[src/rtl/wb_cmd_pkg.sv]
// Shared types and constants for the Wishbone command master and its buffer.
package wb_cmd_pkg;

   // Register bus width shared by every block in this slice
   localparam int WB_DATA_WIDTH  = 8;
   localparam int WB_ACK_TIMEOUT = 15;

   // Bits needed to count up to a given timeout value
   function automatic int cnt_width(input int timeout);
      return $clog2(timeout + 1);
   endfunction

   localparam int WB_CNT_WIDTH = cnt_width(WB_ACK_TIMEOUT);

   typedef enum logic [1:0] {
      ST_IDLE,
      ST_STROBE,
      ST_CAPTURE,
      ST_RESP
   } wb_state_e;

   typedef struct packed {
      logic                     we;
      logic [WB_DATA_WIDTH-1:0] adr;
      logic [WB_DATA_WIDTH-1:0] dat;
   } wb_cmd_t;

endpackage

[src/rtl/wb_cmd_fifo.sv]
// Synchronous command FIFO; head entry is visible whenever the FIFO is non-empty.
module wb_cmd_fifo
   import wb_cmd_pkg::*;
#(
   parameter int DEPTH = 4
) (
   input  logic    clk,
   input  logic    reset,
   input  logic    push,
   input  wb_cmd_t push_data,
   input  logic    pop,
   output wb_cmd_t head,
   output logic    full,
   output logic    empty
);

   localparam int AW = $clog2(DEPTH);
   localparam int CW = AW + 1;

   wb_cmd_t         mem_q [DEPTH];
   wb_cmd_t         mem_d [DEPTH];
   logic [AW-1:0]   wr_ptr_q, wr_ptr_d;
   logic [AW-1:0]   rd_ptr_q, rd_ptr_d;
   logic [CW-1:0]   count_q, count_d;
   logic            push_ok;
   logic            pop_ok;

   assign full    = (count_q == CW'(DEPTH));
   assign empty   = (count_q == '0);
   assign head    = mem_q[rd_ptr_q];
   assign push_ok = push && !full;
   assign pop_ok  = pop && !empty;

   // Next-state for storage, pointers and occupancy count
   always_comb begin
      mem_d    = mem_q;
      wr_ptr_d = wr_ptr_q;
      rd_ptr_d = rd_ptr_q;
      count_d  = count_q;
      if (push_ok) begin
         mem_d[wr_ptr_q] = push_data;
         wr_ptr_d        = wr_ptr_q + AW'(1);
      end
      if (pop_ok) begin
         rd_ptr_d = rd_ptr_q + AW'(1);
      end
      case ({push_ok, pop_ok})
         2'b10:   count_d = count_q + CW'(1);
         2'b01:   count_d = count_q - CW'(1);
         default: count_d = count_q;
      endcase
   end

   // FIFO state registers with synchronous clear
   always_ff @(posedge clk) begin
      if (reset) begin
         mem_q    <= '{default: '0};
         wr_ptr_q <= '0;
         rd_ptr_q <= '0;
         count_q  <= '0;
      end else begin
         mem_q    <= mem_d;
         wr_ptr_q <= wr_ptr_d;
         rd_ptr_q <= rd_ptr_d;
         count_q  <= count_d;
      end
   end

endmodule

[src/rtl/wb_cmd_master.sv]
// Wishbone master: buffers register commands, issues one strobe each with an
// ack timeout, and returns a held response per command in FIFO order.
module wb_cmd_master
   import wb_cmd_pkg::*;
#(
   parameter int DATA_WIDTH  = WB_DATA_WIDTH,
   parameter int FIFO_DEPTH  = 4,
   parameter int ACK_TIMEOUT = WB_ACK_TIMEOUT
) (
   input  logic                  clk,
   input  logic                  reset,
   input  logic                  cmd_valid,
   output logic                  cmd_ready,
   input  logic                  cmd_we,
   input  logic [DATA_WIDTH-1:0] cmd_adr,
   input  logic [DATA_WIDTH-1:0] cmd_dat,
   output logic                  stb_o,
   output logic                  we_o,
   output logic [DATA_WIDTH-1:0] adr_wr_o,
   output logic [DATA_WIDTH-1:0] adr_rd_o,
   output logic [DATA_WIDTH-1:0] dat_o,
   input  logic [DATA_WIDTH-1:0] dat_i,
   input  logic                  ack_i,
   output logic                  rsp_valid,
   input  logic                  rsp_ready,
   output logic                  rsp_we,
   output logic [DATA_WIDTH-1:0] rsp_dat,
   output logic                  rsp_err
);

   localparam int CNT_W = cnt_width(ACK_TIMEOUT);

   wb_state_e             state_q, state_d;
   wb_cmd_t               cmd_q, cmd_d;
   logic [CNT_W-1:0]      cnt_q, cnt_d;
   logic                  rsp_we_q, rsp_we_d;
   logic [DATA_WIDTH-1:0] rsp_dat_q, rsp_dat_d;
   logic                  rsp_err_q, rsp_err_d;

   wb_cmd_t               fifo_in;
   wb_cmd_t               fifo_head;
   logic                  fifo_full;
   logic                  fifo_empty;
   logic                  fifo_pop;

   assign fifo_in   = '{we: cmd_we, adr: cmd_adr, dat: cmd_dat};
   assign cmd_ready = !fifo_full;

   wb_cmd_fifo #(
      .DEPTH (FIFO_DEPTH)
   ) u_fifo (
      .clk       (clk),
      .reset     (reset),
      .push      (cmd_valid),
      .push_data (fifo_in),
      .pop       (fifo_pop),
      .head      (fifo_head),
      .full      (fifo_full),
      .empty     (fifo_empty)
   );

   // Bus outputs follow the command register so they hold their last value between strobes
   assign stb_o     = (state_q == ST_STROBE);
   assign we_o      = cmd_q.we;
   assign adr_wr_o  = cmd_q.adr;
   assign adr_rd_o  = cmd_q.adr;
   assign dat_o     = cmd_q.dat;
   assign rsp_valid = (state_q == ST_RESP);
   assign rsp_we    = rsp_we_q;
   assign rsp_dat   = rsp_dat_q;
   assign rsp_err   = rsp_err_q;

   // Sequencer: fetch, strobe until ack or timeout, capture read data, hold response
   always_comb begin
      state_d   = state_q;
      cmd_d     = cmd_q;
      cnt_d     = cnt_q;
      rsp_we_d  = rsp_we_q;
      rsp_dat_d = rsp_dat_q;
      rsp_err_d = rsp_err_q;
      fifo_pop  = 1'b0;
      case (state_q)
         ST_IDLE: begin
            if (!fifo_empty) begin
               fifo_pop = 1'b1;
               cmd_d    = fifo_head;
               cnt_d    = '0;
               state_d  = ST_STROBE;
            end
         end
         ST_STROBE: begin
            cnt_d = cnt_q + CNT_W'(1);
            if (ack_i) begin
               if (cmd_q.we) begin
                  rsp_we_d  = 1'b1;
                  rsp_dat_d = '0;
                  rsp_err_d = 1'b0;
                  state_d   = ST_RESP;
               end else begin
                  state_d = ST_CAPTURE;
               end
            end else if (cnt_q == CNT_W'(ACK_TIMEOUT - 1)) begin
               rsp_we_d  = cmd_q.we;
               rsp_dat_d = '0;
               rsp_err_d = 1'b1;
               state_d   = ST_RESP;
            end
         end
         ST_CAPTURE: begin
            rsp_we_d  = 1'b0;
            rsp_dat_d = dat_i;
            rsp_err_d = 1'b0;
            state_d   = ST_RESP;
         end
         ST_RESP: begin
            if (rsp_ready) begin
               state_d = ST_IDLE;
            end
         end
         default: state_d = ST_IDLE;
      endcase
   end

   // Sequencer, command, counter and response registers with synchronous clear
   always_ff @(posedge clk) begin
      if (reset) begin
         state_q   <= ST_IDLE;
         cmd_q     <= '0;
         cnt_q     <= '0;
         rsp_we_q  <= 1'b0;
         rsp_dat_q <= '0;
         rsp_err_q <= 1'b0;
      end else begin
         state_q   <= state_d;
         cmd_q     <= cmd_d;
         cnt_q     <= cnt_d;
         rsp_we_q  <= rsp_we_d;
         rsp_dat_q <= rsp_dat_d;
         rsp_err_q <= rsp_err_d;
      end
   end

endmodule

[config.mk]
export PLATFORM = sky130hd
export DESIGN_NAME = wb_cmd_master
export DESIGN_NICKNAME = d
export VERILOG_FILES = /design/src/rtl/wb_cmd_pkg.sv /design/src/rtl/wb_cmd_fifo.sv /design/src/rtl/wb_cmd_master.sv
export SDC_FILE = /design/constraint.sdc
export NUM_CORES = 1
export LEC_CHECK = 0
export ABC_CLOCK_PERIOD_IN_PS = 5500
export CORE_ASPECT_RATIO = 0.7
export CORE_UTILIZATION = 35
export CTS_CLUSTER_SIZE = 25
export DETAILED_ROUTE_END_ITERATION = 10
export DONT_BUFFER_PORTS = 1
export GPL_ROUTABILITY_DRIVEN = 0
export GPL_TIMING_DRIVEN = 0
export PLACE_DENSITY_LB_ADDON = 0.05
export SLEW_MARGIN = 20
export SYNTH_ARGS = -nofsm -noshare
export SYNTH_HDL_FRONTEND = slang
export SYNTH_HIERARCHICAL = 1
export SYNTH_SLANG_ARGS = --single-unit
[constraint.sdc]
create_clock -name clk -period 5.5 [get_ports clk]
set_input_delay 0.55 -clock clk [delete_from_list [all_inputs] [get_ports clk]]
set_output_delay 0.55 -clock clk [all_outputs]
set_load 0.01 [all_outputs]
==> flow_results.xml, run 1 <==
<?xml version="1.0" encoding="UTF-8"?>
<metrics>
  <group name="worst_setup_path">
    <metric name="cp.required" unit="ns">5.77</metric>
    <metric name="timing_worst_setup_path_type" unit="">register to register</metric>
    <metric name="worst-path-max-fanout" unit="">11</metric>
    <metric name="cp_cell_sequence" unit="">nor3_1, nand2b_1, buf_2, clkinv_1, clkbuf_1, o31ai_1, inv_1, ha_1, inv_1, fa_1, xor2_1, or3_1, a21oi_1</metric>
    <metric name="slowest_cell_on_crit_path" unit="">nor3_1</metric>
    <metric name="critical_path_arrival" unit="ns">3.89</metric>
    <metric name="cpPeakStageDelay" unit="ns">0.67</metric>
    <metric name="path_common_cell" unit="">inv_1</metric>
    <metric name="reg2regPathDepth" unit="">13</metric>
    <metric name="reg2reg_from" unit="">u_fifo/count_q[0]</metric>
    <metric name="worst_setup_path_end_kind" unit="">register</metric>
    <metric name="critical_path.reg2reg.endpoint" unit="">u_fifo/count_q[2]</metric>
    <metric name="timing.critical_path.from_type" unit="">register</metric>
    <metric name="worst-r2r-setup-slack" unit="ns">1.88</metric>
  </group>
  <group name="route">
    <metric name="detailedRoute.firstPassIterationCount" unit="">4</metric>
    <metric name="detail_route.wirelength" unit="um">12270</metric>
    <metric name="vias" unit="">3375</metric>
    <metric name="drt_first_iter_violations" unit="">162</metric>
    <metric name="detail_route.drc_violations" unit="">0</metric>
    <metric name="wl_per_cell" unit="um">17.60</metric>
    <metric name="post_drt_via_cell_ratio" unit="">4.842</metric>
    <metric name="final_antenna_net_count" unit="">0</metric>
  </group>
  <group name="logic_synthesis">
    <metric name="yosys_warnings" unit="">6</metric>
    <metric name="post_synth_main_area_contributors" unit="">dfxtp_1 (43%), mux2i_1 (14%), nand2b_1 (11%)</metric>
    <metric name="synth-seq-area-share" unit="%">43.09</metric>
    <metric name="post_synth_inst_count" unit="">491</metric>
    <metric name="dominantRegCellSynth" unit="">dfxtp_1</metric>
    <metric name="syn_avg_cell_area" unit="um2">10.22</metric>
    <metric name="yosysUniqueCellTypes" unit="">40</metric>
    <metric name="synth-async-reset-ratio" unit="%">0</metric>
    <metric name="synth_top_area_cell" unit="">dfxtp_1</metric>
    <metric name="mappedNetlistNets" unit="">535</metric>
    <metric name="yosysTopAreaCellShare" unit="%">43.09</metric>
    <metric name="ys_ff_latch" unit="">108</metric>
    <metric name="synth_enable_flop_cells" unit="">0</metric>
    <metric name="mappedNetlistArea" unit="mm2">0.005017</metric>
  </group>
  <group name="global_routing">
    <metric name="antenna_found_initial" unit="">0</metric>
    <metric name="grt_util_all_layers" unit="%">17.40</metric>
    <metric name="global_route_wire_length_before_repair" unit="um">19290</metric>
    <metric name="grt_overflow_total" unit="">0</metric>
    <metric name="via_count_of_the_first_global_routing_pass" unit="">3379</metric>
    <metric name="pin_count_of_the_biggest_net_entering_global_routing" unit="">18</metric>
  </group>
  <group name="placed_design">
    <metric name="io_buffers" unit="">0</metric>
    <metric name="dpl.hpwl" unit="um">8629</metric>
  </group>
  <group name="clock_network">
    <metric name="ctsLongestPathBuffers" unit="">2</metric>
    <metric name="tritoncts_clock_tree" unit="">yes</metric>
    <metric name="cts_hold_buf" unit="">0</metric>
    <metric name="cts.htree.levels" unit="">3</metric>
    <metric name="cts_inserted_buffers" unit="">9</metric>
    <metric name="clk_latency" unit="ns">0.35</metric>
    <metric name="postCtsSetupRepairBufs" unit="">0</metric>
    <metric name="clkSinkCount" unit="">108</metric>
    <metric name="cts_repair_resize_count" unit="">0</metric>
    <metric name="clk_pin_slew_worst_paths" unit="ns">0.08</metric>
    <metric name="clockRootBuffer" unit="">clkbuf_16</metric>
  </group>
  <group name="sta">
    <metric name="worst_clk_skew" unit="ns">0.01231</metric>
    <metric name="final.hold.worst_slack" unit="ns">0.3476</metric>
    <metric name="max_slew_margin" unit="%">45.63</metric>
    <metric name="drv_slew" unit="">0</metric>
    <metric name="unrepaired_setup_endpoints_after_global_routing" unit="">no</metric>
    <metric name="achievable-frequency" unit="GHz">0.2764</metric>
    <metric name="setup_viol_count_final" unit="">0</metric>
    <metric name="setup-tns-final" unit="ns">0</metric>
    <metric name="final_period_minus_worst_setup_slack" unit="ns">3.619</metric>
    <metric name="max_slew.worst_pin.slew" unit="ns">0.8094</metric>
    <metric name="timing_hold_violations_final" unit="">0</metric>
    <metric name="final_min_period_over_clock_period" unit="%">65.79</metric>
  </group>
  <group name="finish">
    <metric name="diodes_inserted" unit="">0</metric>
    <metric name="finalNetCount" unit="">546</metric>
    <metric name="flow.area_growth_from_synthesis" unit="%">11.67</metric>
    <metric name="final_design_utilization" unit="%">40.13</metric>
    <metric name="layout-drive-gt1-share" unit="%">12.43</metric>
  </group>
  <group name="pwr">
    <metric name="worst_ir_drop_vdd" unit="mV">0.1986</metric>
    <metric name="leakage" unit="nW">2.262</metric>
    <metric name="powerDensity" unit="mW/mm2">433.0</metric>
  </group>
  <group name="outcome">
    <metric name="run_status" unit="">finished, final reports clean</metric>
  </group>
  <group name="floorplan">
    <metric name="coreArea" unit="mm2">0.01396</metric>
    <metric name="starting_density_of_the_core" unit="%">35.93</metric>
    <metric name="die_width" unit="um">145.1</metric>
    <metric name="rows" unit="">36</metric>
    <metric name="io-pin-count" unit="">68</metric>
    <metric name="die_h" unit="um">102.2</metric>
    <metric name="floorplan.die_area" unit="mm2">0.01483</metric>
  </group>
  <group name="min_path">
    <metric name="timing.hold.worst_endpoint" unit="">rsp_dat[1]</metric>
    <metric name="min_path_cells" unit="">2</metric>
    <metric name="timing.hold.worst.class" unit="">input port to register</metric>
    <metric name="hold_path_startpoint" unit="">dat_i[1]</metric>
  </group>
  <group name="run">
    <metric name="number_of_maximum_capacitance_constraint_violations" unit="">0</metric>
  </group>
</metrics>
## cells in the mapped netlist (all sizes together) (2+ instances only)
cell type	number
dfxtp	108
nand2b	86
mux2i	69
nand2	49
a21oi	34
buf	23
clkbuf	17
mux4	17
nand3	15
inv	14
ha	13
nor2	10
o21ai	4
or3	4
and3	3
mux2	3
nor2b	3
xor2	3
o31ai	2
## routing by layer
metal	vias up	part of all wire, %	track usage (%)
met2	76	42	27.14
li1	1685	-	-
met1	1607	52	24.31
met3	7	5.3	4.598
met4	0	0.62	3.644
met5	-	0	0
## sequential cells by signal (all words and copies together) (netlist names)
signal and flops:
u_fifo/mem_q 68, adr_rd_o 8, dat_o 8, rsp_dat 8, cnt_q 4, u_fifo/count_q 3, state_q 2, u_fifo/rd_ptr_q 2
u_fifo/wr_ptr_q 2, rsp_err 1, rsp_we 1, we_o 1
## where the power goes
group	internal (mW)	total (mW)	switching, mW
sequential	0.870	0.946	0.0756
clock	0.458	0.751	0.293
combinational	0.280	0.729	0.449
total	1.61	2.43	0.818
## per-stage QoR
stage	setup WS, ns	cells	cell area (um2)	power (mW)
final	1.881	697	5603	2.426
after global routing	1.633	697	5603	2.563
after CTS	1.897	697	5603	2.459
after detailed placement	1.938	681	5255	1.698
after global placement	1.982	681	5255	1.690
after floorplan	2.770	491	5017	1.500
## critical path, delay by kind of cell, from the launching register on
kind                       cells  cell delay [ns]
buffers and inverters          5             1.22
and+or+nand+nor                3             1.15
adders and majority gates      2             0.40
DFF                            1             0.35
AOI/OAI and AO/OA              2             0.33
xor gates and xnor gates       1             0.08
## worst max-delay path by stage
stage                            startpoint                 to  slack [ns]
after CTS                 u_fifo/count_q[0]  u_fifo/count_q[2]        1.90
after global placement    u_fifo/count_q[0]  u_fifo/count_q[2]        1.98
after floorplan                  state_q[0]  u_fifo/count_q[2]        2.77
after detailed placement  u_fifo/count_q[0]  u_fifo/count_q[2]        1.94
final                     u_fifo/count_q[0]  u_fifo/count_q[2]        1.88
after global routing      u_fifo/count_q[0]  u_fifo/count_q[2]        1.63
## final cells by class
| cell class | instances | area [um2] |
|---|---|---|
| fillers | 1409 | 8361 |
| inverters | 15 | 56.30 |
| plain buffers | 40 | 245.2 |
| well taps | 190 | 237.7 |
| clock inverters | 6 | 108.9 |
| clock buffers | 10 | 239.0 |
| multi-input cells | 328 | 2554 |
| flip-flops and latches | 108 | 2162 |
## kinds of logic after synthesis
group / synth area share [%]
mux: 22.07
simple gates: 19.43
flops: 43.09
compound gates: 5.237
fa+ha+maj: 3.641
buf+inv: 6.010
xor+xnor: 0.5238
## cell usage in the layout, fill, tap and decap left out, types with 2 or more instances in the layout
cell	instances
mux4_2	17
mux2i_1	69
nand3_2	5
a21oi_1	34
mux2_2	2
or3_1	4
and3_1	2
nand2_1	49
nand2b_1	86
buf_1	3
clkinv_2	2
buf_4	9
nor2b_1	3
buf_6	6
ha_1	13
bufinv_16	3
clkbuf_16	9
inv_1	14
xor2_1	3
clkbuf_1	17
nor2_1	10
dfxtp_1	108
o31ai_1	2
o21ai_0	4
nand3_1	10
buf_2	4
(Power assumes the default switching activity.)
==> run 2: changes to the inputs <==
- ABC_AREA: default -> 1
- ABC_CLOCK_PERIOD_IN_PS: 5500 -> 3100
- clock period: 5.5 -> 3.1 ns (I/O delays scaled with it)
==> flow_results.xml, run 2 <==
<?xml version="1.0" encoding="UTF-8"?>
<metrics>
  <group name="placed_design">
    <metric name="placed_cells_incl_taps" unit="">1119</metric>
    <metric name="placement.setup.worst_slack" unit="ns">0.4067</metric>
    <metric name="io_buffers" unit="">0</metric>
    <metric name="dpl.hpwl" unit="um">13230</metric>
    <metric name="post_dp_cell_area" unit="mm2">0.006173</metric>
  </group>
  <group name="outcome">
    <metric name="run_status" unit="">finished, final reports clean</metric>
  </group>
  <group name="worst_setup_path">
    <metric name="cpPeakStageDelay" unit="ns">0.32</metric>
    <metric name="timing_worst_setup_path_type" unit="">register to register</metric>
    <metric name="reg2regPathDepth" unit="">19</metric>
    <metric name="critical_path_arrival" unit="ns">3.00</metric>
    <metric name="cp.required" unit="ns">3.40</metric>
    <metric name="worst-path-max-fanout" unit="">11</metric>
    <metric name="reg2reg_from" unit="">u_fifo/count_q[0]</metric>
    <metric name="cp_cell_sequence" unit="">nor2_2, nand2_1, inv_1, inv_1, nand2_1, buf_4, clkinv_1, buf_6, nand2_1, inv_1, ha_1, inv_1, fa_1, inv_1, nand2_1, nand3_1, nand2_1, nand2_1, nor2_1</metric>
    <metric name="worst_setup_path_end_kind" unit="">register</metric>
    <metric name="setup.worst_path.end" unit="">u_fifo/count_q[2]</metric>
    <metric name="timing.critical_path.from" unit="">u_fifo/count_q[0]</metric>
    <metric name="timing.critical_path.from_type" unit="">register</metric>
    <metric name="path_common_cell" unit="">nand2_1</metric>
    <metric name="slowest_cell_on_crit_path" unit="">dfxtp_1</metric>
    <metric name="worst-r2r-setup-slack" unit="ns">0.40</metric>
    <metric name="critical_path.reg2reg.endpoint" unit="">u_fifo/count_q[2]</metric>
  </group>
  <group name="logic_synthesis">
    <metric name="dominantRegCellSynth" unit="">dfxtp_1</metric>
    <metric name="yosysUniqueCellTypes" unit="">32</metric>
    <metric name="mappedNetlistArea" unit="mm2">0.005892</metric>
    <metric name="ys_ff_latch" unit="">108</metric>
    <metric name="synth-async-reset-ratio" unit="%">0</metric>
    <metric name="post_synthesis_compound_gate_area_fraction" unit="%">8.006</metric>
    <metric name="synth_top_family_by_area" unit="">simple AND/OR/NAND/NOR gates</metric>
    <metric name="syn_avg_cell_area" unit="um2">6.590</metric>
    <metric name="synthAdderAreaFrac" unit="%">3.100</metric>
    <metric name="commonest_cells_in_the_synthesized_netlist" unit="">nand2_1 (175), inv_1 (174), nor2_1 (145)</metric>
    <metric name="synthSimpleGateAreaFrac" unit="%">34.00</metric>
    <metric name="post_synth_main_area_contributors" unit="">dfxtp_1 (37%), nand2_1 (11%), inv_1 (11%)</metric>
    <metric name="yosys_warnings" unit="">6</metric>
    <metric name="mappedNetlistNets" unit="">938</metric>
    <metric name="post_synth_inst_count" unit="">894</metric>
    <metric name="yosysTopAreaCellShare" unit="%">36.70</metric>
    <metric name="synthMuxAreaShare" unit="%">0</metric>
    <metric name="synth_xor_xnor_area_share" unit="%">0</metric>
    <metric name="synth_top_area_cell" unit="">dfxtp_1</metric>
    <metric name="synth.most_common_cell" unit="">nand2_1</metric>
    <metric name="synth_enable_flop_cells" unit="">0</metric>
    <metric name="synth-seq-area-share" unit="%">36.70</metric>
  </group>
  <group name="finish">
    <metric name="diodes_inserted" unit="">0</metric>
    <metric name="largest_register_ff_count" unit="">68</metric>
    <metric name="flow.area_growth_from_synthesis" unit="%">9.917</metric>
    <metric name="largest_register" unit="">u_fifo/mem_q</metric>
    <metric name="final_cell_mix" unit="">nand2_1 (175), inv_1 (174), nor2_1 (145)</metric>
    <metric name="layout.cells.non_filler" unit="">1135</metric>
    <metric name="stdcell_area" unit="mm2">0.006476</metric>
    <metric name="layout-drive-gt1-share" unit="%">11.43</metric>
    <metric name="layout.cells.most_common" unit="">nand2_1</metric>
    <metric name="final_design_utilization" unit="%">39.50</metric>
    <metric name="finalNetCount" unit="">949</metric>
  </group>
  <group name="sta">
    <metric name="final.setup.worst_slack" unit="ns">0.3953</metric>
    <metric name="final_period_minus_worst_setup_slack" unit="ns">2.705</metric>
    <metric name="achievable-frequency" unit="GHz">0.3697</metric>
    <metric name="final_min_period_over_clock_period" unit="%">87.25</metric>
    <metric name="max_slew_margin" unit="%">50.71</metric>
    <metric name="worst_clk_skew" unit="ns">0.006615</metric>
    <metric name="setup-tns-final" unit="ns">0</metric>
    <metric name="unrepaired_setup_endpoints_after_global_routing" unit="">no</metric>
    <metric name="max_slew.worst_pin.slew" unit="ns">0.7393</metric>
    <metric name="drv_slew" unit="">0</metric>
    <metric name="final.hold.worst_slack" unit="ns">0.01426</metric>
    <metric name="setup_viol_count_final" unit="">0</metric>
    <metric name="timing_hold_violations_final" unit="">0</metric>
  </group>
  <group name="global_routing">
    <metric name="pin_count_of_the_biggest_net_entering_global_routing" unit="">18</metric>
    <metric name="global_route_wire_length_before_repair" unit="um">28680</metric>
    <metric name="antenna_found_initial" unit="">0</metric>
    <metric name="via_count_of_the_first_global_routing_pass" unit="">5216</metric>
    <metric name="grt_util_all_layers" unit="%">21.95</metric>
    <metric name="grt_overflow_total" unit="">0</metric>
  </group>
  <group name="floorplan">
    <metric name="rows" unit="">39</metric>
    <metric name="coreArea" unit="mm2">0.01640</metric>
    <metric name="starting_density_of_the_core" unit="%">35.94</metric>
    <metric name="io-pin-count" unit="">68</metric>
    <metric name="floorplan.die_area" unit="mm2">0.01737</metric>
    <metric name="die_h" unit="um">110.6</metric>
    <metric name="die_width" unit="um">157.1</metric>
  </group>
  <group name="pwr">
    <metric name="power_spent_charging_and_discharging_nets" unit="mW">2.192</metric>
    <metric name="clock_power_share" unit="%">23.0</metric>
    <metric name="switching_share" unit="%">42.07</metric>
    <metric name="power.combinational.fraction" unit="%">41.8</metric>
    <metric name="internal-power" unit="mW">3.019</metric>
    <metric name="total_power" unit="mW">5.211</metric>
    <metric name="power_frac_seq" unit="%">35.2</metric>
    <metric name="powerDensity" unit="mW/mm2">804.6</metric>
    <metric name="worst_ir_drop_vdd" unit="mV">0.3353</metric>
    <metric name="leakage" unit="nW">3.085</metric>
  </group>
  <group name="route">
    <metric name="vias" unit="">5401</metric>
    <metric name="detail_route.drc_violations" unit="">0</metric>
    <metric name="drt_first_iter_violations" unit="">363</metric>
    <metric name="post_drt_via_cell_ratio" unit="">4.759</metric>
    <metric name="detail_route.wirelength" unit="um">18060</metric>
    <metric name="wl_per_cell" unit="um">15.91</metric>
    <metric name="final_antenna_net_count" unit="">0</metric>
    <metric name="detailedRoute.firstPassIterationCount" unit="">5</metric>
  </group>
  <group name="run">
    <metric name="number_of_maximum_capacitance_constraint_violations" unit="">0</metric>
  </group>
  <group name="clock_network">
    <metric name="postCtsSetupRepairBufs" unit="">0</metric>
    <metric name="cts_repair_resize_count" unit="">0</metric>
    <metric name="clk_pin_slew_worst_paths" unit="ns">0.07</metric>
    <metric name="clockRootBuffer" unit="">clkbuf_16</metric>
    <metric name="clkSinkCount" unit="">108</metric>
    <metric name="ctsLongestPathBuffers" unit="">2</metric>
    <metric name="cts.htree.levels" unit="">3</metric>
    <metric name="clk_latency" unit="ns">0.35</metric>
    <metric name="tritoncts_clock_tree" unit="">yes</metric>
    <metric name="cts_inserted_buffers" unit="">9</metric>
    <metric name="cts_hold_buf" unit="">0</metric>
  </group>
  <group name="min_path">
    <metric name="timing.hold.worst.class" unit="">input port to register</metric>
  </group>
</metrics>
## run 2: worst min-delay path by stage
stage | start | endpoint | slack (ns) | cells past startpoint
floorplan | reset | cnt_q[1] | 0.38 | 1
global placement | reset | u_fifo/rd_ptr_q[1] | 0.39 | 1
detailed placement | reset | u_fifo/rd_ptr_q[1] | 0.38 | 1
CTS | reset | cnt_q[1] | 0.008 | 1
global route | reset | cnt_q[1] | 0.0006 | 1
finish | reset | cnt_q[1] | 0.01 | 1
## run 2: kinds of logic after synthesis
logic type	count (synthesis)
buffers and inverters	242
and+or+nand+nor	441
adders and majority gates	14
AOI/OAI and AO/OA	89
DFF	108
## run 2: power by group through the flow
stage	combinational (mW)	sequential, mW	clock [mW]
after detailed placement	2.17	1.87	0
after CTS	2.18	1.84	1.23
after floorplan	1.61	1.82	0
final	2.18	1.83	1.20
after global placement	2.14	1.87	0
after global routing	2.46	1.87	1.29
## run 2: per-layer routing
metal  up-vias  global-route usage, %  part of all wire, %
met5         -                      0                    0
met2       138                  32.71                   42
met4         0                  6.408                  1.9
met1      2484                  31.64                   50
met3        25                  4.396                  6.2
li1       2754                      -                    -
## run 2: area by class of cell
type	instances	area, um2
Inverter	182	685.7
Fill cell	1816	9920
Tap cell	225	281.5
Clock buffer	11	242.7
Multi-Input combinational cell	544	2658
Buffer	60	386.6
Clock inverter	5	60.06
Sequential cell	108	2162
## run 2: worst max-delay path: cells and delay by family, from the launching register on
family	cells	cell delay (ns)
adder cells (fa/ha/maj)	2	0.40
buffers and inverters	8	1.02
flip-flops	1	0.32
AND/OR/NAND/NOR	9	0.91
==> run 3: changes to the inputs <==
--- a/config.mk
+++ b/config.mk
@@ -7,5 +7,4 @@
 export LEC_CHECK = 0
 export ABC_AREA = 1
-export ABC_CLOCK_PERIOD_IN_PS = 3100
 export CORE_ASPECT_RATIO = 0.7
 export CORE_UTILIZATION = 35
@@ -15,4 +14,5 @@
 export GPL_ROUTABILITY_DRIVEN = 0
 export GPL_TIMING_DRIVEN = 0
+export MAX_ROUTING_LAYER = met4
 export PLACE_DENSITY_LB_ADDON = 0.05
 export SLEW_MARGIN = 20
==> constraint.sdc (replaced) <==
create_clock -name clk -period 3.1 [get_ports clk]
set_input_delay 0.62 -clock clk [delete_from_list [all_inputs] [get_ports clk]]
set_output_delay 0.62 -clock clk [all_outputs]
set_load 0.01 [all_outputs]
==> flow_results.xml, run 3 (synthesized netlist as in run 2, its figures left out) <==
<?xml version="1.0" encoding="UTF-8"?>
<metrics>
  <group name="global_routing">
    <metric name="antenna_found_initial" unit="">0</metric>
    <metric name="global_route_wire_length_before_repair" unit="um">28670</metric>
    <metric name="via_count_of_the_first_global_routing_pass" unit="">5207</metric>
    <metric name="grt_util_all_layers" unit="%">22.59</metric>
    <metric name="grt_overflow_total" unit="">0</metric>
    <metric name="pin_count_of_the_biggest_net_entering_global_routing" unit="">18</metric>
  </group>
  <group name="floorplan">
    <metric name="io-pin-count" unit="">68</metric>
    <metric name="starting_density_of_the_core" unit="%">35.94</metric>
    <metric name="rows" unit="">39</metric>
    <metric name="coreArea" unit="mm2">0.01640</metric>
    <metric name="die_width" unit="um">157.1</metric>
    <metric name="die_h" unit="um">110.6</metric>
    <metric name="floorplan.die_area" unit="mm2">0.01737</metric>
  </group>
  <group name="clock_network">
    <metric name="clk_pin_slew_worst_paths" unit="ns">0.07</metric>
    <metric name="tritoncts_clock_tree" unit="">yes</metric>
    <metric name="cts_repair_resize_count" unit="">0</metric>
    <metric name="cts.htree.levels" unit="">3</metric>
    <metric name="clkSinkCount" unit="">108</metric>
    <metric name="cts_hold_buf" unit="">0</metric>
    <metric name="clk_latency" unit="ns">0.35</metric>
    <metric name="clockRootBuffer" unit="">clkbuf_16</metric>
    <metric name="postCtsSetupRepairBufs" unit="">0</metric>
    <metric name="ctsLongestPathBuffers" unit="">2</metric>
    <metric name="cts_inserted_buffers" unit="">9</metric>
  </group>
  <group name="finish">
    <metric name="layout.cells.most_common" unit="">nand2_1</metric>
    <metric name="diodes_inserted" unit="">0</metric>
    <metric name="final_design_utilization" unit="%">39.50</metric>
    <metric name="flow.area_growth_from_synthesis" unit="%">9.917</metric>
    <metric name="finalNetCount" unit="">949</metric>
    <metric name="final_cell_mix" unit="">nand2_1 (175), inv_1 (174), nor2_1 (145)</metric>
    <metric name="layout-drive-gt1-share" unit="%">11.43</metric>
    <metric name="stdcell_area" unit="mm2">0.006476</metric>
    <metric name="layout.cells.non_filler" unit="">1135</metric>
    <metric name="largest_register" unit="">u_fifo/mem_q</metric>
    <metric name="largest_register_ff_count" unit="">68</metric>
  </group>
  <group name="route">
    <metric name="detailedRoute.firstPassIterationCount" unit="">5</metric>
    <metric name="post_drt_via_cell_ratio" unit="">4.779</metric>
    <metric name="vias" unit="">5424</metric>
    <metric name="drt_first_iter_violations" unit="">349</metric>
    <metric name="detail_route.wirelength" unit="um">18000</metric>
    <metric name="detail_route.drc_violations" unit="">0</metric>
    <metric name="wl_per_cell" unit="um">15.86</metric>
    <metric name="final_antenna_net_count" unit="">0</metric>
  </group>
  <group name="placed_design">
    <metric name="io_buffers" unit="">0</metric>
    <metric name="placement.setup.worst_slack" unit="ns">0.4067</metric>
    <metric name="placed_cells_incl_taps" unit="">1119</metric>
    <metric name="post_dp_cell_area" unit="mm2">0.006173</metric>
    <metric name="dpl.hpwl" unit="um">13230</metric>
  </group>
  <group name="worst_setup_path">
    <metric name="slowest_cell_on_crit_path" unit="">dfxtp_1</metric>
    <metric name="critical_path_arrival" unit="ns">3.00</metric>
    <metric name="timing_worst_setup_path_type" unit="">register to register</metric>
    <metric name="cp.required" unit="ns">3.39</metric>
    <metric name="path_common_cell" unit="">nand2_1</metric>
    <metric name="cpPeakStageDelay" unit="ns">0.32</metric>
    <metric name="timing.critical_path.from_type" unit="">register</metric>
    <metric name="worst-path-max-fanout" unit="">11</metric>
    <metric name="worst_setup_path_end_kind" unit="">register</metric>
    <metric name="cp_cell_sequence" unit="">nor2_2, nand2_1, inv_1, inv_1, nand2_1, buf_4, clkinv_1, buf_6, nand2_1, inv_1, ha_1, inv_1, fa_1, inv_1, nand2_1, nand3_1, nand2_1, nand2_1, nor2_1</metric>
  </group>
  <group name="sta">
    <metric name="setup-tns-final" unit="ns">0</metric>
    <metric name="max_slew.worst_pin.slew" unit="ns">0.7404</metric>
    <metric name="final_min_period_over_clock_period" unit="%">87.13</metric>
    <metric name="final.hold.worst_slack" unit="ns">0.3269</metric>
    <metric name="worst_clk_skew" unit="ns">0.006797</metric>
    <metric name="achievable-frequency" unit="GHz">0.3702</metric>
    <metric name="max_slew_margin" unit="%">50.64</metric>
    <metric name="setup_viol_count_final" unit="">0</metric>
    <metric name="unrepaired_setup_endpoints_after_global_routing" unit="">no</metric>
    <metric name="timing_hold_violations_final" unit="">0</metric>
    <metric name="final_period_minus_worst_setup_slack" unit="ns">2.701</metric>
    <metric name="drv_slew" unit="">0</metric>
    <metric name="final.setup.worst_slack" unit="ns">0.3989</metric>
  </group>
  <group name="outcome">
    <metric name="run_status" unit="">finished, final reports clean</metric>
  </group>
  <group name="pwr">
    <metric name="leakage" unit="nW">3.085</metric>
    <metric name="worst_ir_drop_vdd" unit="mV">0.3353</metric>
    <metric name="total_power" unit="mW">5.199</metric>
    <metric name="powerDensity" unit="mW/mm2">802.8</metric>
  </group>
  <group name="min_path">
    <metric name="timing.hold.worst.class" unit="">input port to register</metric>
  </group>
  <group name="run">
    <metric name="number_of_maximum_capacitance_constraint_violations" unit="">0</metric>
  </group>
</metrics>
==> run 3: worst paths after layout <==
check / start / to / slack (ns) / depth (start not counted)
max reg2reg: u_fifo/count_q[0] / u_fifo/count_q[2] / 0.40 / 19
max: u_fifo/count_q[0] / u_fifo/count_q[2] / 0.40 / 19
min reg2reg: cnt_q[2] / cnt_q[2] / 0.49 / 2
min: reset / cnt_q[1] / 0.33 / 1
==> run 3: routing by layer <==
| layer | track usage, % | wire [um] | up-vias | share of wire, % |
|---|---|---|---|---|
| li1 | - | - | 2755 | - |
| met1 | 31.67 | 8960 | 2490 | 50 |
| met2 | 32.71 | 7578 | 158 | 42 |
| met3 | 4.396 | 1150 | 21 | 6.4 |
| met4 | 6.408 | 307 | 0 | 1.7 |
| met5 | - | 0 | - | 0 |
==> run 3: layout make-up <==
type / count / area, um2
plain buffers: 60 / 386.6
clock buffers: 11 / 242.7
clock inverters: 5 / 60.06
fillers: 1816 / 9920
inverters: 182 / 685.7
multi-input cells: 544 / 2658
flip-flops and latches: 108 / 2162
well taps: 225 / 281.5
==> run 3: worst max-delay path, delay by kind of cell, from the launching register on <==
| kind | cells | cell delay, ns |
|---|---|---|
| flip-flops | 1 | 0.32 |
| adder cells (fa/ha/maj) | 2 | 0.40 |
| AND/OR/NAND/NOR | 9 | 0.90 |
| buffers and inverters | 8 | 1.02 |
==> run 3: where the power goes <==
| part | switching, mW | internal, mW |
|---|---|---|
| Clock | 0.540 | 0.653 |
| Sequential | 0.207 | 1.63 |
| Combinational | 1.43 | 0.737 |
